### src/rtl/byteswap_endian_converter_pkg.sv
// Shared definitions for the byteswap endianness converter: lane-size mode
// encodings and the constant functions that describe the byte permutation.
package byteswap_pkg;

    typedef enum logic [1:0] {
        MODE_PASS   = 2'd0,
        MODE_SWAP16 = 2'd1,
        MODE_SWAP32 = 2'd2,
        MODE_SWAP64 = 2'd3
    } mode_e;

    function automatic int unsigned lane_bytes(input logic [1:0] mode);
        case (mode)
            MODE_SWAP16: return 2;
            MODE_SWAP32: return 4;
            MODE_SWAP64: return 8;
            default:     return 1;
        endcase
    endfunction

    // Source byte index feeding output byte k when lanes are l bytes wide.
    function automatic int unsigned swap_src(input int unsigned k, input int unsigned l);
        return (k - (k % l)) + (l - 1 - (k % l));
    endfunction

endpackage

### src/rtl/byteswap_endian_converter_lane_permute.sv
// Combinational byte/keep permutation: all four fixed lane reversals are wired
// in parallel and the requested one is selected by mode.
module byteswap_lane_permute
    import byteswap_pkg::*;
#(
    parameter int unsigned C_AXIS_TDATA_WIDTH = 512
) (
    input  logic [C_AXIS_TDATA_WIDTH-1:0]   data,
    input  logic [C_AXIS_TDATA_WIDTH/8-1:0] keep,
    input  logic [1:0]                      mode,
    output logic [C_AXIS_TDATA_WIDTH-1:0]   perm_data,
    output logic [C_AXIS_TDATA_WIDTH/8-1:0] perm_keep
);

    localparam int unsigned NB = C_AXIS_TDATA_WIDTH / 8;

    logic [3:0][C_AXIS_TDATA_WIDTH-1:0] cand_data;
    logic [3:0][NB-1:0]                 cand_keep;

    for (genvar m = 0; m < 4; m++) begin : g_mode
        for (genvar k = 0; k < NB; k++) begin : g_byte
            localparam int unsigned SRC = swap_src(k, lane_bytes(2'(m)));
            assign cand_data[m][k*8 +: 8] = data[SRC*8 +: 8];
            assign cand_keep[m][k]        = keep[SRC];
        end
    end

    always_comb begin
        perm_data = cand_data[mode];
        perm_keep = cand_keep[mode];
    end

endmodule

### src/rtl/byteswap_endian_converter.sv
// AXI4-Stream endianness converter: two-stage skid-free pipeline (D1 capture,
// D2 swapped output) with per-packet lane-size latching and handshake stats.
module byteswap_endian_converter
    import byteswap_pkg::*;
#(
    parameter int unsigned C_AXIS_TDATA_WIDTH = 512,
    parameter int unsigned C_STAT_WIDTH       = 32
) (
    input  logic                            s_axis_aclk,
    input  logic                            s_axis_aresetn,
    input  logic [1:0]                      cfg_mode,
    input  logic                            stat_clear,
    input  logic                            s_axis_tvalid,
    output logic                            s_axis_tready,
    input  logic [C_AXIS_TDATA_WIDTH-1:0]   s_axis_tdata,
    input  logic [C_AXIS_TDATA_WIDTH/8-1:0] s_axis_tkeep,
    input  logic                            s_axis_tlast,
    output logic                            m_axis_tvalid,
    input  logic                            m_axis_tready,
    output logic [C_AXIS_TDATA_WIDTH-1:0]   m_axis_tdata,
    output logic [C_AXIS_TDATA_WIDTH/8-1:0] m_axis_tkeep,
    output logic                            m_axis_tlast,
    output logic [C_STAT_WIDTH-1:0]         stat_pkt_count,
    output logic [C_STAT_WIDTH-1:0]         stat_beat_count,
    output logic                            busy
);

    localparam int unsigned KW = C_AXIS_TDATA_WIDTH / 8;

    logic                          d1_valid;
    logic [C_AXIS_TDATA_WIDTH-1:0] d1_data;
    logic [KW-1:0]                 d1_keep;
    logic                          d1_last;
    mode_e                         d1_mode;

    logic                          d2_valid;
    logic [C_AXIS_TDATA_WIDTH-1:0] d2_data;
    logic [KW-1:0]                 d2_keep;
    logic                          d2_last;

    logic                          in_pkt;
    mode_e                         mode_q;
    mode_e                         cur_mode;

    logic                          d1_ready;
    logic                          d2_ready;
    logic                          in_accept;
    logic                          out_accept;

    logic [C_AXIS_TDATA_WIDTH-1:0] perm_data;
    logic [KW-1:0]                 perm_keep;

    logic [C_STAT_WIDTH-1:0]       pkt_cnt;
    logic [C_STAT_WIDTH-1:0]       beat_cnt;

    assign d2_ready      = m_axis_tready | ~d2_valid;
    assign d1_ready      = d2_ready | ~d1_valid;
    assign s_axis_tready = d1_ready;
    assign in_accept     = s_axis_tvalid & d1_ready;
    assign out_accept    = d2_valid & m_axis_tready;

    // First beat of a packet takes cfg_mode live; the rest reuse the latched copy.
    assign cur_mode = in_pkt ? mode_q : mode_e'(cfg_mode);

    always_ff @(posedge s_axis_aclk or negedge s_axis_aresetn) begin
        if (!s_axis_aresetn) begin
            in_pkt <= 1'b0;
            mode_q <= MODE_PASS;
        end else if (in_accept) begin
            if (!in_pkt) begin
                mode_q <= mode_e'(cfg_mode);
            end
            in_pkt <= ~s_axis_tlast;
        end
    end

    always_ff @(posedge s_axis_aclk or negedge s_axis_aresetn) begin
        if (!s_axis_aresetn) begin
            d1_valid <= 1'b0;
            d1_data  <= '0;
            d1_keep  <= '0;
            d1_last  <= 1'b0;
            d1_mode  <= MODE_PASS;
        end else if (d1_ready) begin
            d1_valid <= s_axis_tvalid;
            if (s_axis_tvalid) begin
                d1_data <= s_axis_tdata;
                d1_keep <= s_axis_tkeep;
                d1_last <= s_axis_tlast;
                d1_mode <= cur_mode;
            end
        end
    end

    byteswap_lane_permute #(
        .C_AXIS_TDATA_WIDTH (C_AXIS_TDATA_WIDTH)
    ) u_permute (
        .data      (d1_data),
        .keep      (d1_keep),
        .mode      (d1_mode),
        .perm_data (perm_data),
        .perm_keep (perm_keep)
    );

    always_ff @(posedge s_axis_aclk or negedge s_axis_aresetn) begin
        if (!s_axis_aresetn) begin
            d2_valid <= 1'b0;
            d2_data  <= '0;
            d2_keep  <= '0;
            d2_last  <= 1'b0;
        end else if (d2_ready) begin
            d2_valid <= d1_valid;
            if (d1_valid) begin
                d2_data <= perm_data;
                d2_keep <= perm_keep;
                d2_last <= d1_last;
            end
        end
    end

    always_ff @(posedge s_axis_aclk or negedge s_axis_aresetn) begin
        if (!s_axis_aresetn) begin
            pkt_cnt  <= '0;
            beat_cnt <= '0;
        end else if (stat_clear) begin
            pkt_cnt  <= '0;
            beat_cnt <= '0;
        end else if (out_accept) begin
            beat_cnt <= beat_cnt + C_STAT_WIDTH'(1);
            if (d2_last) begin
                pkt_cnt <= pkt_cnt + C_STAT_WIDTH'(1);
            end
        end
    end

    assign m_axis_tvalid   = d2_valid;
    assign m_axis_tdata    = d2_data;
    assign m_axis_tkeep    = d2_keep;
    assign m_axis_tlast    = d2_last;
    assign stat_pkt_count  = pkt_cnt;
    assign stat_beat_count = beat_cnt;
    assign busy            = in_pkt | d1_valid | d2_valid;

endmodule

### config.mk
export PLATFORM = sky130hd
export DESIGN_NAME = byteswap_endian_converter
export DESIGN_NICKNAME = d
export VERILOG_FILES = /design/src/rtl/byteswap_endian_converter_pkg.sv /design/src/rtl/byteswap_endian_converter_lane_permute.sv /design/src/rtl/byteswap_endian_converter.sv
export SDC_FILE = /design/constraint.sdc
export NUM_CORES = 2
export LEC_CHECK = 0
export CAP_MARGIN = 20
export CORE_AREA = 5 5 472 474
export CTS_CLUSTER_DIAMETER = 50
export DETAILED_ROUTE_END_ITERATION = 8
export DIE_AREA = 0 0 477 479
export PLACE_DENSITY = 0.51
export SYNTH_ARGS = -nofsm -noshare
export SYNTH_HDL_FRONTEND = slang
export SYNTH_SLANG_ARGS = --single-unit
### constraint.sdc
create_clock -name s_axis_aclk -period 4.3 [get_ports s_axis_aclk]
set_input_delay 0.86 -clock s_axis_aclk [delete_from_list [all_inputs] [get_ports s_axis_aclk]]
set_output_delay 0.86 -clock s_axis_aclk [all_outputs]
set_load 0.02 [all_outputs]
==> flow_summary.ini <==
[timing]
maxSlewHeadroom_pct = 36.27
clock.fmax_ghz = 0.2985
drv_slew = 0
tightest_slew_ns = 0.9531
period_minus_slack_ns = 3.350
setup_tns_ns = 0
period_share_pct = 77.91
timing.hold.ws_ns = 0.4716
clock_skew_ns = 0.06497
setup_violations = 0
hold_viol = 0
rsz0062_at_grt = no

[logic_synthesis]
synthArstFlopShare_pct = 100.0
muxShareOfSynthArea_pct = 32.81
syn-instance-count = 4741
ys_seq_area_share_pct = 51.27
synthAdderAreaFrac_pct = 0.04193
synth_seq_cells = 1223
netlist_area_mm2 = 0.05969
avgSynthCellArea_um2 = 12.59
synthFlopType = dfrtp_1
synth_edf_count = 0
yosysTopAreaCell = dfrtp_1
synthesis.nets = 5327
synth_compound_area_share_pct = 0.7484
synthDistinctLibCells = 33
yosys_warnings = 0
synth_top_family_by_area = multiplexers
synth_top_area_share_pct = 51.27
synth_xor_area_share_pct = 0.2935
synth_simple_gate_area_share_pct = 12.58
synth_area_leaders = dfrtp_1 (51%), mux4_2 (22%), nand2_1 (11%), mux2_2 (11%), clkbuf_1 (1.4%)

[clocking]
postCtsSetupRepairBufs = 0
cts_made_buffers = 173
cts.sinks = 1223
root_buffer = clkbuf_16
cts_tree = built
clk_latency_ns = 0.81
cts.path.max_buffers = 3
cts_max_level = 4
clk_pin_slew_ns = 0.06

[detailed_routing]
first_pass_iters = 5
wl_um = 234700
drt_first_iter_violations = 3114
avgRoutedWirePerCell_um = 26.03
antenna_left = 0
dr_total_vias = 44810
drc = 0
routed_via_density = 4.972

[setup_path]
crit_type = input port to output port
worst-path-max-fanout = 9
cp-end-kind = output port
crit_arrival_ns = 2.49
cpPeakStageDelay_ns = 0.69
worst_path_most_repeated_cell = clkdlybuf4s50_1
start_kind = input port
crit_path_top_delay_cell = clkdlybuf4s50_1
worstPathCellList = clkdlybuf4s50_1 > nand3b_1 > clkdlybuf4s50_1
required_ns = 3.44

[final_layout]
layout-drive-gt1-share_pct = 26.72
area_growth_pct = 37.95
fin_nets = 6548
finish.utilization_pct = 37.70
final_cell_mix = nand2_1 (1758), clkdlybuf4s50_1 (1225), dfrtp_1 (1221)
final_common_cell = nand2_1

[power]
clkPwrFrac_pct = 27.5
internal_power_mw = 35.44
pwr-share-comb_pct = 39.6
p_sw_share_pct = 35.54
pwr-share-seq_pct = 32.9
power_density_mw_per_mm2 = 667.7
p_leak_nw = 35.49
p_sw_mw = 19.54
peakVddDrop_v = 0.0004246

[grt]
grtUsageMet2_pct = 33.04
globalRouteOverflowTotal = 0
met1_usage_pct = 24.82
grt_pass1_wl_um = 341400
grt_max_degree = 118
use_met3_pct = 6.196
antenna_found_initial = 74
grtUsageTotal_pct = 20.15
grt_busiest_layer = met2
grt_pass1_vias = 46300

[floorplanning]
die-width_um = 477
floorplan.rows = 172
dieArea_mm2 = 0.2285
chipHeight_um = 479
ios = 1228
core_mm2 = 0.2184
initial_core_util_pct = 27.33

[job]
maxCapViolCount = 0

[place]
portBuffers = 1227
gp_congestion = 0.8790
dpl.hpwl_um = 179600

[outcome]
status = finished clean

[worst_hold_path]
min_path_type = register to register
[logic make-up after synthesis]
kind of cell	count (synthesis)
AOI/OAI and AO/OA	73
xor gates and xnor gates	20
adders and majority gates	2
buffers and inverters	350
DFF	1223
muxes	1163
and+or+nand+nor	1910
[metal layers]
layer  routed length [um]  vias to the layer above
met5                  257                        -
met1                92950                    23240
met3                18480                      399
met2               113100                     1771
li1                     -                    19360
met4                 9854                       42
[power by group through the flow]
stage               registers [mW]  clock network (mW)  logic, mW
global route                  18.5                16.0       23.0
CTS                           18.1                15.5       22.2
floorplan                     20.2                   0       8.76
detailed placement            18.2                   0       22.1
global placement              18.2                   0       22.0
finish                        18.1                15.1       21.8
[synthesized netlist by cell type, types with 2 or more instances]
library cell,instances
xor2_1,14
nor4_1,10
clkbuf_1,227
xnor2_1,6
nor2b_1,7
or4_1,27
nand2_1,1760
buf_1,97
and3_1,9
buf_2,19
inv_1,6
nand3_1,17
dfrtp_1,1223
o31ai_1,26
nand4_1,18
nor2_1,29
mux4_2,576
and4_1,8
o21ai_0,8
a21oi_1,36
or3_1,14
mux2_2,586
nand2b_1,3
ha_1,2
and2_1,5
[worst paths after layout]
path | start | to | slack [ns] | depth (start not counted)
max | m_axis_tready | s_axis_tready | 0.95 | 3
min | d1_last | d1_last | 0.47 | 2
max reg2reg | mode_q[0] | m_axis_tkeep[3] | 1.57 | 3
min reg2reg | d1_last | d1_last | 0.47 | 2
max in group asynchronous | s_axis_aresetn | d1_data[159] | 2.31 | 3
min in group asynchronous | s_axis_aresetn | d1_data[409] | 0.66 | 2
[final cells by class]
cell class | count | area [um^2]
diodes | 37 | 92.59
inverters | 6 | 22.52
multi-input cells | 3168 | 27760
flip-flops and latches | 1223 | 30610
fillers | 21120 | 136100
repair buffers | 1390 | 14150
clock buffers | 210 | 4638
well taps | 2871 | 3592
clock inverters | 108 | 1481
[state kept, by name (all words and copies together) (netlist names)]
name,cells
d1_keep,64
d1_data,512
d1_last,1
m_axis_tlast,1
m_axis_tdata,512
in_pkt,1
m_axis_tvalid,1
mode_q,2
m_axis_tkeep,64
stat_pkt_count,32
stat_beat_count,32
d1_valid,1
[worst max-delay path: cells and delay by family]
family        cells  cell delay [ns]
buf+inv           2             1.35
simple gates      1             0.28
[stage by stage]
step	instance area, um^2	instances	setup WS [ns]	total power, mW
after global placement	76120	8657	0.8824	40.14
after global routing	82310	9001	0.9016	57.53
after floorplan	59690	4741	1.763	28.91
final	82340	9013	0.9497	54.98
after detailed placement	76120	8657	0.9066	40.33
after CTS	82250	8976	0.9782	55.84
[what timing repair did]
action	CTS	global route
resized for setup	0	0
hold endpoints to repair	4	0
hold buffers	1	0
(Power assumes the default switching activity.)
